[config.mk]
export PLATFORM = sky130hd
export DESIGN_NAME = instr_fetch_unit
export DESIGN_NICKNAME = d
export VERILOG_FILES = /design/src/rtl/instr_fetch_unit_pkg.sv /design/src/rtl/fetch_fifo.sv /design/src/rtl/instr_fetch_unit.sv
export SDC_FILE = /design/constraint.sdc
export NUM_CORES = 1
export LEC_CHECK = 0
export ABC_CLOCK_PERIOD_IN_PS = 3310
export CAP_MARGIN = 20
export CORE_ASPECT_RATIO = 1.75
export CORE_MARGIN = 4
export CORE_UTILIZATION = 35
export CTS_CLUSTER_SIZE = 28
export DETAILED_ROUTE_END_ITERATION = 8
export PLACE_DENSITY_LB_ADDON = 0.3
export SYNTH_ARGS = -nofsm -noshare
export SYNTH_HDL_FRONTEND = slang
export SYNTH_HIERARCHICAL = 1
export SYNTH_SLANG_ARGS = --single-unit
[constraint.sdc]
create_clock -name clk -period 3.31 [get_ports clk]
set_clock_uncertainty 0.2 [all_clocks]
set_input_delay 0.8275 -clock clk [delete_from_list [all_inputs] [get_ports clk]]
set_output_delay 0.8275 -clock clk [all_outputs]
set_load 0.01 [all_outputs]
[src/rtl/instr_fetch_unit_pkg.sv]
// Shared types, constants and protocol messages for the instruction fetch stage.
package instr_fetch_unit_pkg;

    typedef logic [31:0] instr_word_t;

    localparam logic [31:0] RESET_VECTOR = 32'h0000_0000;
    localparam instr_word_t NOP_INSTR    = 32'h0000_0013;

    localparam string MSG_RVALID_IDLE =
        "instr_fetch_unit: imem_rvalid with no outstanding request";
    localparam string MSG_REDIRECT_MISALIGNED =
        "instr_fetch_unit: redirect_pc[1:0] nonzero, low bits ignored";

    function automatic logic [31:0] word_align(input logic [31:0] addr);
        return addr & ~32'h0000_0003;
    endfunction

endpackage

[src/rtl/fetch_fifo.sv]
// In-order instruction buffer with flush; the head word is read combinationally.
module fetch_fifo
    import instr_fetch_unit_pkg::*;
#(
    parameter int  DEPTH = 2,
    localparam int PTR_W = $clog2(DEPTH),
    localparam int CNT_W = PTR_W + 1
) (
    input  logic             clk,
    input  logic             reset,
    input  logic             push,
    input  instr_word_t      push_data,
    input  logic             pop,
    input  logic             flush,
    output logic             empty,
    output logic [CNT_W-1:0] count,
    output instr_word_t      head_data
);

    logic [PTR_W-1:0] rd_ptr_reg;
    logic [PTR_W-1:0] wr_ptr_reg;
    logic [CNT_W-1:0] count_reg;
    logic             full;
    logic             do_push;
    logic             do_pop;
    instr_word_t      slot_data [DEPTH];

    assign empty = (count_reg == '0);
    assign full  = (count_reg == CNT_W'(DEPTH));
    assign count = count_reg;

    // A pop frees the slot the full FIFO is about to overwrite, so push+pop at full is legal.
    assign do_pop  = pop && !empty;
    assign do_push = push && (!full || do_pop);

    genvar gi;
    generate
        for (gi = 0; gi < DEPTH; gi++) begin : g_slot
            instr_word_t slot_reg;

            always_ff @(posedge clk) begin
                if (!reset) begin
                    slot_reg <= NOP_INSTR;
                end else if (do_push && wr_ptr_reg == PTR_W'(gi)) begin
                    slot_reg <= push_data;
                end
            end

            assign slot_data[gi] = slot_reg;
        end
    endgenerate

    assign head_data = slot_data[rd_ptr_reg];

    always_ff @(posedge clk) begin
        if (!reset || flush) begin
            rd_ptr_reg <= '0;
            wr_ptr_reg <= '0;
            count_reg  <= '0;
        end else begin
            if (do_push) begin
                wr_ptr_reg <= wr_ptr_reg + PTR_W'(1);
            end
            if (do_pop) begin
                rd_ptr_reg <= rd_ptr_reg + PTR_W'(1);
            end
            case ({do_push, do_pop})
                2'b10:   count_reg <= count_reg + CNT_W'(1);
                2'b01:   count_reg <= count_reg - CNT_W'(1);
                default: count_reg <= count_reg;
            endcase
        end
    end

endmodule

[src/rtl/instr_fetch_unit.sv]
// Fetch stage: owns the fetch PC, issues credit-limited memory requests and
// buffers in-order responses for the datapath, with redirect/flush support.
module instr_fetch_unit
    import instr_fetch_unit_pkg::*;
#(
    parameter logic [31:0] RESET_PC   = RESET_VECTOR,
    parameter int          FIFO_DEPTH = 2
) (
    input  logic        clk,
    input  logic        reset,
    output logic        imem_req,
    output logic [31:0] imem_addr,
    input  logic        imem_gnt,
    input  logic        imem_rvalid,
    input  logic [31:0] imem_rdata,
    input  logic        redirect_valid,
    input  logic [31:0] redirect_pc,
    output logic        instr_valid,
    input  logic        instr_ready,
    output logic [31:0] instr_code,
    output logic [31:0] instr_pc
);

    localparam int             CNT_W        = $clog2(FIFO_DEPTH) + 1;
    localparam logic [CNT_W:0] CREDIT_LIMIT = (CNT_W + 1)'(FIFO_DEPTH);

    logic [31:0]      fpc_reg;
    logic [31:0]      fpc_next;
    logic [31:0]      dpc_reg;
    logic [31:0]      dpc_next;
    logic [CNT_W-1:0] outstanding_reg;
    logic [CNT_W-1:0] outstanding_next;
    logic [CNT_W-1:0] discard_reg;
    logic [CNT_W-1:0] discard_next;

    logic [CNT_W-1:0] fifo_count;
    logic             fifo_empty;
    instr_word_t      fifo_head;
    logic             fifo_push;
    logic             fifo_pop;
    logic             credit_ok;
    logic             issue;
    logic [31:0]      redirect_target;

    assign redirect_target = word_align(redirect_pc);

    // Every request in flight already owns a buffer slot, so the FIFO can never overflow.
    assign credit_ok = ({1'b0, outstanding_reg} + {1'b0, fifo_count}) < CREDIT_LIMIT;
    assign imem_req  = reset && credit_ok && !redirect_valid;
    assign imem_addr = fpc_reg;
    assign issue     = imem_req && imem_gnt;

    assign instr_valid = reset && !fifo_empty;
    assign instr_code  = instr_valid ? fifo_head : 32'h0;
    assign instr_pc    = dpc_reg;

    assign fifo_pop  = instr_valid && instr_ready && !redirect_valid;
    assign fifo_push = imem_rvalid && (discard_reg == '0) && !redirect_valid;

    fetch_fifo #(
        .DEPTH (FIFO_DEPTH)
    ) u_fetch_fifo (
        .clk       (clk),
        .reset     (reset),
        .push      (fifo_push),
        .push_data (imem_rdata),
        .pop       (fifo_pop),
        .flush     (redirect_valid),
        .empty     (fifo_empty),
        .count     (fifo_count),
        .head_data (fifo_head)
    );

    always_comb begin
        fpc_next         = fpc_reg;
        dpc_next         = dpc_reg;
        outstanding_next = outstanding_reg;
        discard_next     = discard_reg;

        case ({issue, imem_rvalid})
            2'b10:   outstanding_next = outstanding_reg + CNT_W'(1);
            2'b01:   outstanding_next = outstanding_reg - CNT_W'(1);
            default: outstanding_next = outstanding_reg;
        endcase

        if (redirect_valid) begin
            // Everything still in flight belongs to the abandoned path.
            fpc_next     = redirect_target;
            dpc_next     = redirect_target;
            discard_next = imem_rvalid ? outstanding_reg - CNT_W'(1) : outstanding_reg;
        end else begin
            if (issue) begin
                fpc_next = fpc_reg + 32'd4;
            end
            if (fifo_pop) begin
                dpc_next = dpc_reg + 32'd4;
            end
            if (imem_rvalid && discard_reg != '0) begin
                discard_next = discard_reg - CNT_W'(1);
            end
        end
    end

    always_ff @(posedge clk) begin
        if (!reset) begin
            fpc_reg         <= RESET_PC;
            dpc_reg         <= RESET_PC;
            outstanding_reg <= '0;
            discard_reg     <= '0;
        end else begin
            fpc_reg         <= fpc_next;
            dpc_reg         <= dpc_next;
            outstanding_reg <= outstanding_next;
            discard_reg     <= discard_next;
        end
    end

    always @(posedge clk) begin
        if (reset) begin
            assert (!(imem_rvalid && outstanding_reg == '0))
                else $error("%s", MSG_RVALID_IDLE);
            assert (!(redirect_valid && redirect_pc[1:0] != 2'b00))
                else $warning("%s", MSG_REDIRECT_MISALIGNED);
        end
    end

endmodule
==> flow_summary.ini, run 1 <==
[status]
status = finished, final reports clean

[routing]
wl_per_cell_um = 17.4
drtIter0Drc = 348
routed_wl_mm = 21.0
ant_nets = 0
vias = 6315
route.detailed.drc = 0
dr.pass1.iters = 4
viasPerCell = 5.24

[setup_path]
cp_num_buf_inv = 4
cp.arrival_ps = 2140
worstRegToRegCells = 6
r2r-end = imem_addr[21]
cpLargestDelayFamily = buffers and inverters
r2r_slack_ps = 300
crit_slowest_cell = clkdlybuf4s50_1
r2r_start = u_fetch_fifo/count[0]
crit_type = reg -> out
slowest_delay_ps = 560
crit_chain = buf_4 > nor2_1 > nand2b_1 > inv_1 > buf_12 > and2_1 > clkdlybuf4s50_1
crit_fanout = 33
worstSetupStartpointType = register
worstPathRequired_ps = 2280
critical_path_cell_count = 7
endpoint_kind = output port

[global_routing]
grt_pass1_vias = 6538
grt_usage_pct = 19.4
grt_max_degree = 104
antenna_found_initial = 0
grt_first_pass_wirelength_mm = 33.9
overflow = 0

[die]
dieArea_mm2 = 0.0220
io_pins = 168
coreArea_mm2 = 0.0192
die_y_um = 193
initial_core_util_pct = 35.7
dieWidth_um = 114
rows = 67

[yosys]
postSynthAreaPerCell_um2 = 8.67
syn_area_mm2 = 0.00685
ys_types = 54
synth_cells = 790
seq_area_frac_synth_pct = 38.6
yosysWarnings = 6
synth-edff-count = 0
ys_dominant_reg_cell = dfxtp_1
ys_ff_latch = 132
ys_async_sr_fraction_pct = 0

[worst_hold_path]
holdPathEnd = u_fetch_fifo/g_slot[0].slot_reg[30]
worst_hold_path_type = reg -> reg
min_path_cells = 2
worstHoldStart = u_fetch_fifo/g_slot[0].slot_reg[30]

[clock_tree]
cts_buffers = 17
htree_levels = 4
path_clk_slew_ps = 60
cts_tree = yes
postCtsSetupBuffers = 0
hold_buffers = 0
max-clock-path-buffers = 2
cts.sinks = 132
cts_root_buffer = clkbuf_16
insertion_delay_ps = 410

[finish]
num_antenna_cells = 0
syn2layout_area_growth_pct = 38.6
drive_above_1_share_pct = 11.6
layout_common_cells = clkdlybuf4s50_1, dfxtp_1, nand2_1
largest_register_ff_count = 64
final_common_cell = clkdlybuf4s50_1
finalNonFillerCells = 1206
fin_nets = 1027

[power]
pwr-share-seq_pct = 39.8
p_leak_uw = 0.00342
pwr-share-clk_pct = 47.2
power_frac_comb_pct = 13.0
vdd_ir_drop_max_v = 0.000259
intPower_uw = 3330
swShare_pct = 24.8
p_switching_uw = 1100
pwr_density_cell_mw_per_mm2 = 466

[sta]
slew-limit-headroom_pct = 36.0
hold_viol_final = 0
finalSetupViolCount = 0
worst_pin_slew_ps = 960
fmax_ghz = 0.316
fin_crit_sh_pct = 95.7
fin_ws_ps = 142
drv_slew = 0
fin_hold_ws_ps = 254
rsz0062_at_grt = false
fin_crit_ps = 3170

[place]
port-buffer-count = 161
place.gp.congestion = 0.892
placedCellCount = 1174
pre_cts_ws_ps = -137
dp_hpwl_mm = 15.5

[flow_run]
max-cap-violations = 0
[repair_timing]
item                                   in CTS  in global routing
setup endpoints to repair                   1                  0
gates resized for setup                     2                  0
endpoints found under the hold margin       0                  0
[per-stage QoR]
stage | area [um2] | setup TNS (ps) | utilization [%] | total power (uW)
global route | 9490 | 0 | 49.4 | 4610
floorplan | 6860 | 0 | - | 2060
detailed placement | 8830 | -379 | 46.0 | 2370
CTS | 9490 | 0 | 49.4 | 4490
global placement | 8830 | -275 | 46.0 | 2370
finish | 9490 | 0 | 49.4 | 4430
[worst min-delay path: stages, from the launching register on]
cell     delay, ps
dfxtp_1        310
nand2_1         50
mux2i_1         50
[power by group through the flow]
stage	clock (uW)	sequential (uW)	combinational [uW]
final	2090	1760	573
after global routing	2210	1780	628
after CTS	2140	1760	583
after detailed placement	0	1800	579
after global placement	0	1790	574
after floorplan	0	1800	265
[cells in the mapped netlist (8+ instances only)]
| library cell | n | area (um2) |
|---|---|---|
| dfxtp_1 | 132 | 2640 |
| nand2_1 | 120 | 450 |
| mux2i_1 | 67 | 671 |
| clkbuf_1 | 44 | 165 |
| o21ai_0 | 41 | 205 |
| and2_1 | 34 | 213 |
| a31oi_1 | 32 | 200 |
| mux2_2 | 32 | 360 |
| nand3_1 | 25 | 125 |
| a21oi_1 | 24 | 120 |
| or4_1 | 22 | 165 |
| nand4_1 | 17 | 106 |
| xnor2_1 | 17 | 149 |
| nor2_1 | 15 | 56.3 |
| o31ai_1 | 15 | 113 |
| or3_1 | 14 | 87.6 |
| inv_1 | 13 | 48.8 |
| nor2b_1 | 13 | 81.3 |
| nor3_1 | 10 | 50.1 |
| and4_1 | 9 | 78.8 |
| nor4_1 | 9 | 56.3 |
| nand2b_1 | 8 | 50.1 |
[layer usage]
layer	up-vias	GRT usage [%]	wire length, um
li1	3169	-	-
met1	2941	21.3	8070
met2	172	35.7	11100
met3	33	4.18	1140
met4	0	8.42	748
met5	-	0	0
[how the worst max path moves through the flow]
stage / from / to / slack (ps)
2_1_floorplan: u_fetch_fifo/count[0] / imem_addr[25] / 300
3_3_place_gp: redirect_valid / imem_req / -150
3_5_place_dp: redirect_valid / imem_req / -140
4_1_cts: u_fetch_fifo/count[1] / instr_code[13] / 90
5_1_grt: u_fetch_fifo/count[1] / instr_code[13] / 10
6_report: u_fetch_fifo/count[1] / instr_code[13] / 140
[layout make-up]
class | count | area (um2)
Fill cell | 1867 | 9700
Multi-Input combinational cell | 588 | 3900
Sequential cell | 132 | 2640
Timing Repair Buffer | 199 | 1940
Clock buffer | 17 | 425
Tap cell | 241 | 302
Clock inverter | 15 | 230
Inverter | 14 | 52.6
[cell families (layout without fill, tap and decap cells)]
kind of cell	count (synthesis)	in the layout	share of synthesized area [%]
AND/OR/NAND/NOR	317	317	24.7
AO/OA/AOI/OAI	139	139	12.7
flip-flops	132	132	38.6
multiplexers	99	99	15.1
buffers and inverters	73	245	4.84
XOR/XNOR	24	24	3.07
adder cells (fa/ha/maj)	5	5	1.02
other	1	4	0.0548
Power figures use the tool's default switching activity.
==> run 2: changes to the inputs <==
--- a/config.mk
+++ b/config.mk
@@ -5,7 +5,6 @@
 export SDC_FILE = /design/constraint.sdc
 export NUM_CORES = 1
 export LEC_CHECK = 0
-export ABC_CLOCK_PERIOD_IN_PS = 3310
 export CAP_MARGIN = 20
 export CORE_ASPECT_RATIO = 1.75
 export CORE_MARGIN = 4
==> results of run 2 <==
Same layout as run 1: the final DEF is identical, and so are final timing and power.
